$ cat config.mk
export PLATFORM = sky130hd
export DESIGN_NAME = bcd_calc_ctrl
export DESIGN_NICKNAME = d
export VERILOG_FILES = /design/src/rtl/bcd_calc_ctrl.sv
export SDC_FILE = /design/constraint.sdc
export NUM_CORES = 1
export LEC_CHECK = 0
export CAP_MARGIN = 5
export CELL_PAD_IN_SITES_DETAIL_PLACEMENT = 1
export CELL_PAD_IN_SITES_GLOBAL_PLACEMENT = 1
export CORE_MARGIN = 1.5
export CORE_UTILIZATION = 35
export DETAILED_ROUTE_END_ITERATION = 6
export GPL_TIMING_DRIVEN = 0
export PLACE_DENSITY = 0.9
export SLEW_MARGIN = 5
export SYNTH_ARGS = -nofsm -noshare
export SYNTH_HDL_FRONTEND = slang
export SYNTH_SLANG_ARGS = --single-unit
$ cat constraint.sdc
create_clock -name hz100 -period 2.35 [get_ports hz100]
set_clock_uncertainty 0.15 [all_clocks]
set_input_delay 0.235 -clock hz100 [delete_from_list [all_inputs] [get_ports hz100]]
set_output_delay 0.235 -clock hz100 [all_outputs]
set_load 0.1 [all_outputs]
$ cat src/rtl/bcd_calc_ctrl.sv
// Keypad front-end and sequencer for a 4-digit BCD calculator: edge-detects key presses,
// builds operands, drives an external BCD add/subtract unit and keeps the accumulator.
module bcd_calc_ctrl #(
    parameter int MAX_DIGITS = 4
) (
    input  logic        hz100,
    input  logic        reset,
    input  logic        key_in,
    input  logic [4:0]  key_code,
    input  logic [15:0] add_s,
    output logic [15:0] add_a,
    output logic [15:0] add_b,
    output logic        add_op,
    output logic [15:0] disp,
    output logic [1:0]  state
);

    localparam int CNT_W = $clog2(MAX_DIGITS + 1);

    typedef enum logic [1:0] {
        ENTRY1 = 2'd0,
        OPER   = 2'd1,
        ENTRY2 = 2'd2,
        RESULT = 2'd3
    } st_t;

    st_t              st_q, st_d;
    logic [15:0]      acc_q, acc_d;
    logic [15:0]      cur_q, cur_d;
    logic [CNT_W-1:0] cnt_q, cnt_d;
    logic             op_q, op_d;
    logic             key_q;

    logic             press;
    logic [3:0]       digit;
    logic             is_digit;
    logic             cnt_room;

    // A press is the rising edge of key_in; holding the key never repeats.
    assign press    = key_in & ~key_q;
    assign digit    = key_code[3:0];
    assign is_digit = (key_code <= 5'd9);
    assign cnt_room = (cnt_q < CNT_W'(MAX_DIGITS));

    always_comb begin
        acc_d = acc_q;
        cur_d = cur_q;
        cnt_d = cnt_q;
        op_d  = op_q;
        st_d  = st_q;
        if (press) begin
            if (is_digit) begin
                case (st_q)
                    ENTRY1, ENTRY2: begin
                        if (cnt_room) begin
                            cur_d = {cur_q[11:0], digit};
                            cnt_d = cnt_q + CNT_W'(1);
                        end
                    end
                    OPER: begin
                        cur_d = {12'h000, digit};
                        cnt_d = CNT_W'(1);
                        st_d  = ENTRY2;
                    end
                    RESULT: begin
                        cur_d = {12'h000, digit};
                        cnt_d = CNT_W'(1);
                        acc_d = 16'h0000;
                        st_d  = ENTRY1;
                    end
                endcase
            end else begin
                case (key_code)
                    5'd16, 5'd17: begin
                        op_d = key_code[0];
                        case (st_q)
                            ENTRY1: begin
                                acc_d = cur_q;
                                st_d  = OPER;
                            end
                            // Chained operation folds the pending result into acc.
                            ENTRY2: begin
                                acc_d = add_s;
                                st_d  = OPER;
                            end
                            OPER:   ;
                            RESULT: st_d = OPER;
                        endcase
                    end
                    5'd18: begin
                        if (st_q == ENTRY2) begin
                            acc_d = add_s;
                            st_d  = RESULT;
                        end
                    end
                    5'd19: begin
                        acc_d = 16'h0000;
                        cur_d = 16'h0000;
                        cnt_d = '0;
                        op_d  = 1'b0;
                        st_d  = ENTRY1;
                    end
                    default: ;
                endcase
            end
        end
    end

    always_ff @(posedge hz100 or posedge reset) begin
        if (reset) begin
            key_q <= 1'b0;
            acc_q <= 16'h0000;
            cur_q <= 16'h0000;
            cnt_q <= '0;
            op_q  <= 1'b0;
            st_q  <= ENTRY1;
        end else begin
            key_q <= key_in;
            acc_q <= acc_d;
            cur_q <= cur_d;
            cnt_q <= cnt_d;
            op_q  <= op_d;
            st_q  <= st_d;
        end
    end

    assign add_a  = acc_q;
    assign add_b  = cur_q;
    assign add_op = op_q;
    assign state  = st_q;
    assign disp   = ((st_q == ENTRY1) || (st_q == ENTRY2)) ? cur_q : acc_q;

endmodule
# Word level (Yosys, flattened, before mapping)
# Cells that the tools add are included.
# Widths: inputs -> output; s select.
[totals] ff_bits=39 latch_bits=0 ram_bits=0 mem_bits_ro=0 input_bits=24 output_inout_bits=51 word_cells=58 memories=0
[op_classes] n_addsub=1 multipliers=0 n_div=0 magnitude_cmp=2 eq_ne=13 shift=0 n_mux=20 n_bitwise=3 reduce_logical=13
[ops] operator="$mux 16" n=7
[ops] operator="$pmux 16 s2" n=2
[ops] operator="$pmux 16 s3" n=1
[ops] operator="$eq 5x5->1 const B" n=4
[ops] operator="$reduce_and 5->1" n=2
[ops] operator="$mux 3" n=3
[ops] operator="$ne 3x3->1 const B" n=3
[ops] operator="$mux 2" n=3
[ops] operator="$pmux 2 s3" n=1
[ops] operator="$pmux 3 s2" n=1
[ops] operator="$reduce_and 3->1" n=2
[ops] operator="$reduce_or 2->1" n=3
[ops] operator="$le 5x4->1 const B" n=1
[ops] operator="$eq 2x2->1 const B" n=2
[ops] operator="$ne 4x4->1 const B" n=1
[ops] operator="$pmux 2 s2" n=1
[ops] operator="$reduce_bool 2->1" n=2
[ops] operator="$reduce_bool 4->1" n=1
[ops] operator="$add 3x1->3 const B" n=1
[ops] operator="$lt 3x3->1 const B" n=1
[ops] operator="$ne 3x1->1 const B" n=1
[ops] operator="$reduce_or 3->1" n=1
[ops] operator="$eq 2x1->1 const B" n=1
[ops] operator="$logic_not 2->1" n=1
[ops] operator="5 further kinds" n=6

# Longest topological paths before layout
[logic_depth] ltp_word=5 mapped_depth=7 depth_no_buf=4

# Worst setup path after synthesis
# OpenSTA, ideal clock, no wires.
[synth_path] path_type="register to output" from="register st_q[0], in the netlist state[0]" to="output port disp[1]" arrival_time_ns=3.375 t_required_ns=1.965 path_slack_ns=-1.410 path_stages_with_launch=4 path_buffers=2 path_cell_list="dfrtp_1 > clkbuf_1 > buf_2 > o21ai_0"
[synth_between] elab_chain_len=3 word_cells_on_any_way=4 cone_classes="eq/ne (1); mux (1); reduce/logical (2)"
[synth_rtl] item="start, declared" line="27" rtl="st_t st_q, st_d;"
[synth_rtl] item="start signal, assigned" line="123" rtl="st_q <= st_d;"
[synth_rtl] item="$eq 2x2->1 / $logic_not 2->1 (equally long branches)" line="131" rtl="assign disp = ((st_q == ENTRY1) || (st_q == ENTRY2)) ? cur_q : acc_q;"
[synth_rtl] item="$logic_or 1x1->1 *" line="131"
[synth_rtl] item="$mux 16 *" line="131"
[synth_rtl] item="end, declared" line="14" rtl="output logic [15:0] disp,"
# Every way passes the cells marked *; elsewhere a longest branch is shown, timed or not.

# Final worst setup path
[layout_path] from="register cur_q[7], in the netlist add_b[7]" to="output port add_b[7]"
[layout_lines] item="start, declared" line="29" rtl="logic [15:0] cur_q, cur_d;"
[layout_lines] item="start signal, assigned" line="120" rtl="cur_q <= cur_d;"
[layout_lines] item="end, declared" line="12" rtl="output logic [15:0] add_b,"
# No word-level cell between the ends.

==> results.json <==
{
  "status": "completed",
  "syn-num-nets": 283,
  "power_frac_comb_pct": 64.0,
  "cp_max_fo": 3,
  "cts_tree": "built",
  "fin_crit_sh_pct": 97.9,
  "hold_viol_final": 0,
  "timing.hold.ws_ns": 0.125,
  "num_vias": 2490,
  "cts_root_buffer": "clkbuf_8",
  "viasPerCell": 5.71,
  "finalSetupViolCount": 0,
  "grt_pass1_wl_um": 13600,
  "yosysUniqueCellTypes": 39,
  "hold_class": "in -> reg",
  "grt_pass1_vias": 2502,
  "die_width_um": 86.8,
  "worstSetupStartpoint": "add_b[7]$_DFFE_PP0P_",
  "pin_count": 75,
  "met2_usage_pct": 39.4,
  "dr.pass1.iters": 4,
  "clkLatencyLatePin_ns": 0.30,
  "avgSynthCellArea_um2": 9.51,
  "synth_top_area_cell": "dfrtp_1",
  "worstSetupEndpointType": "output port",
  "cts.reportedPaths.clkPinSlew_ns": 0.07,
  "synthTopCellsByArea": "dfrtp_1 40%, mux2i_1 7.7%, mux2_4 6.7%",
  "rr_worst_depth": 6,
  "yosysSeqAreaShare_pct": 39.8,
  "start_util_pct": 36.1,
  "pwr-share-clk_pct": 12.7,
  "drt_iter0_drc": 191,
  "pwr_density_cell_mw_per_mm2": 1140,
  "track_usage_pct": 23.5,
  "syn_area_mm2": 0.00245,
  "cts_buffers": 5,
  "yosysWarnings": 0,
  "cts_buffer_depth": 2,
  "p_sw_uw": 2340,
  "syn-instance-count": 258,
  "cp.arrival_ns": 1.91,
  "clock.fmax_ghz": 0.435,
  "met1_usage_pct": 30.7,
  "placement.io_buffers": 72,
  "path_depth": 1,
  "grt.overflow.total": 0,
  "drv_cap": 0,
  "grt_busiest_layer": "met2",
  "ys_ff_latch": 39,
  "p_int_uw": 1690,
  "tightest_slew_ns": 1.05,
  "min_from": "key_code[1]",
  "total_leakage_power_uw": 0.00138,
  "utilization_pct": 51.8,
  "drtAntennaViolNets": 0,
  "cp.required_ns": 1.97,
  "fp-row-count": 30,
  "htree_levels": 2,
  "swShare_pct": 58.0,
  "avgRoutedWirePerCell_um": 20.1,
  "critPathKind": "reg -> out",
  "drive_gt1_share_pct": 25.3,
  "period_needed_ns": 2.30,
  "holdPathStages": 3,
  "grt_max_degree": 40,
  "dp_hpwl_um": 6180,
  "grt_use_met3_pct": 4.38,
  "crit_family": "buffers and inverters",
  "max_stage_delay_ns": 1.17,
  "die_area_mm2": 0.00753,
  "power_frac_seq_pct": 23.3,
  "crit_chain": "clkdlybuf4s50_1",
  "crit_slowest_cell": "clkdlybuf4s50_1",
  "antenna_found_initial": 0,
  "drc_errors": 0,
  "place.gp.congestion": 0.847,
  "irDropWorstVdd_v": 0.000506,
  "die_y_um": 86.8,
  "synth_top_area_share_pct": 39.8,
  "rsz0062_at_grt": "no",
  "nNetsFinal": 364,
  "cts.sinks": 39,
  "floorplan.core_area_mm2": 0.00679,
  "maxSlewViolCount": 0,
  "maxSlewHeadroom_pct": 29.9,
  "areaGrowthSynthToFinish_pct": 43.3,
  "r2r_start": "state[1]$_DFFE_PP0P_",
  "p_total_uw": 4030,
  "cp_num_buf_inv": 1,
  "diodes": 0,
  "start_kind": "register",
  "drt-total-wl_um": 8760
}
synthesized netlist by cell type, drive strengths merged:
cell / n
a31o: 1
or2: 2
a22o: 1
nor2: 2
mux2i: 19
a22oi: 1
inv: 22
o21ai: 22
a221oi: 1
mux2: 17
o2111ai: 16
nor3b: 1
o2bb2ai: 1
o41ai: 1
clkbuf: 7
a21oi: 2
ha: 1
a211oi: 1
nand2: 36
nor2b: 3
a21boi: 1
buf: 16
nor3: 2
o211ai: 18
nand3: 17
a21o: 2
nand3b: 1
o21a: 2
dfrtp: 39
o31ai: 1
nand2b: 2
repair_timing:
action                                  in CTS  in global routing
endpoints found under the setup margin      16                 10
pin swaps                                    0                  0
buffers inserted                             0                  2
gates resized for setup                    100                  2
hold buffers                                 0                  0
power by group through the flow:
| stage | Sequential (µW) | Clock [µW] | Combinational (µW) |
|---|---|---|---|
| final | 937 | 511 | 2580 |
| after floorplan | 1790 | 0 | 1120 |
| after global routing | 955 | 542 | 2660 |
| after global placement | 940 | 0 | 2530 |
| after detailed placement | 949 | 0 | 2570 |
| after CTS | 939 | 509 | 2580 |
flip-flops by register name, indices dropped and copies added, names as in the netlist:
signal,cells
state,2
add_a,16
add_op,1
cnt_q,3
key_q,1
add_b,16
kinds of logic after synthesis:
kind of cell | after synthesis | synth area share [%]
AND/OR/NAND/NOR | 66 | 12.3
flip-flops | 39 | 39.8
AO/OA/AOI/OAI | 71 | 21.9
adder cells (fa/ha/maj) | 1 | 0.510
buffers and inverters | 45 | 8.36
multiplexers | 36 | 17.2
cell type report:
cell class | count | area (µm²)
Fill cell | 789 | 3280
Multi-Input combinational cell | 174 | 1410
Sequential cell | 39 | 978
Timing Repair Buffer | 74 | 696
Buffer | 23 | 131
Tap cell | 96 | 120
Clock buffer | 8 | 100
Inverter | 22 | 82.6
cells in the final DEF (no fill, tap or decap), types with 6 or more instances in the layout:
cell type and instances:
o21ai_4 10, inv_1 21, mux2_4 11, o211ai_1 17, buf_4 21, clkbuf_8 7
dfrtp_1 37, nand3_1 17, mux2_2 6, buf_2 9, mux2i_1 19, o2111ai_1 16
nand2_1 36, o21ai_0 6, o21ai_2 6, clkdlybuf4s50_1 56
metal layers:
metal	vias up	wire, µm
met1	1282	3670
met5	-	0
met2	90	4350
met4	0	246
met3	23	502
li1	1095	-
worst paths after layout:
check / endpoint / slack (ns)
max: add_b[7] / 0.05
max reg2reg: add_a[2]$_DFFE_PP0P_ / 0.21
min: add_b[1]$_DFFE_PP0P_ / 0.13
max in group asynchronous: state[0]$_DFFE_PP0P_ / 1.18
min reg2reg: cnt_q[1]$_DFFE_PP0P_ / 0.39
min in group asynchronous: add_a[6]$_DFFE_PP0P_ / 0.27
metrics by stage:
stage	worst slack [ns]	setup TNS, ns	cells	area, µm²
finish	0.0503	0	436	3520
global route	0.0217	0	436	3520
CTS	0.0357	0	434	3500
detailed placement	-0.806	-15.58	426	3430
global placement	-0.745	-13.65	426	3430
floorplan	-0.0348	-0.139	258	2590
Note: power is estimated with default switching activity, not from simulation.
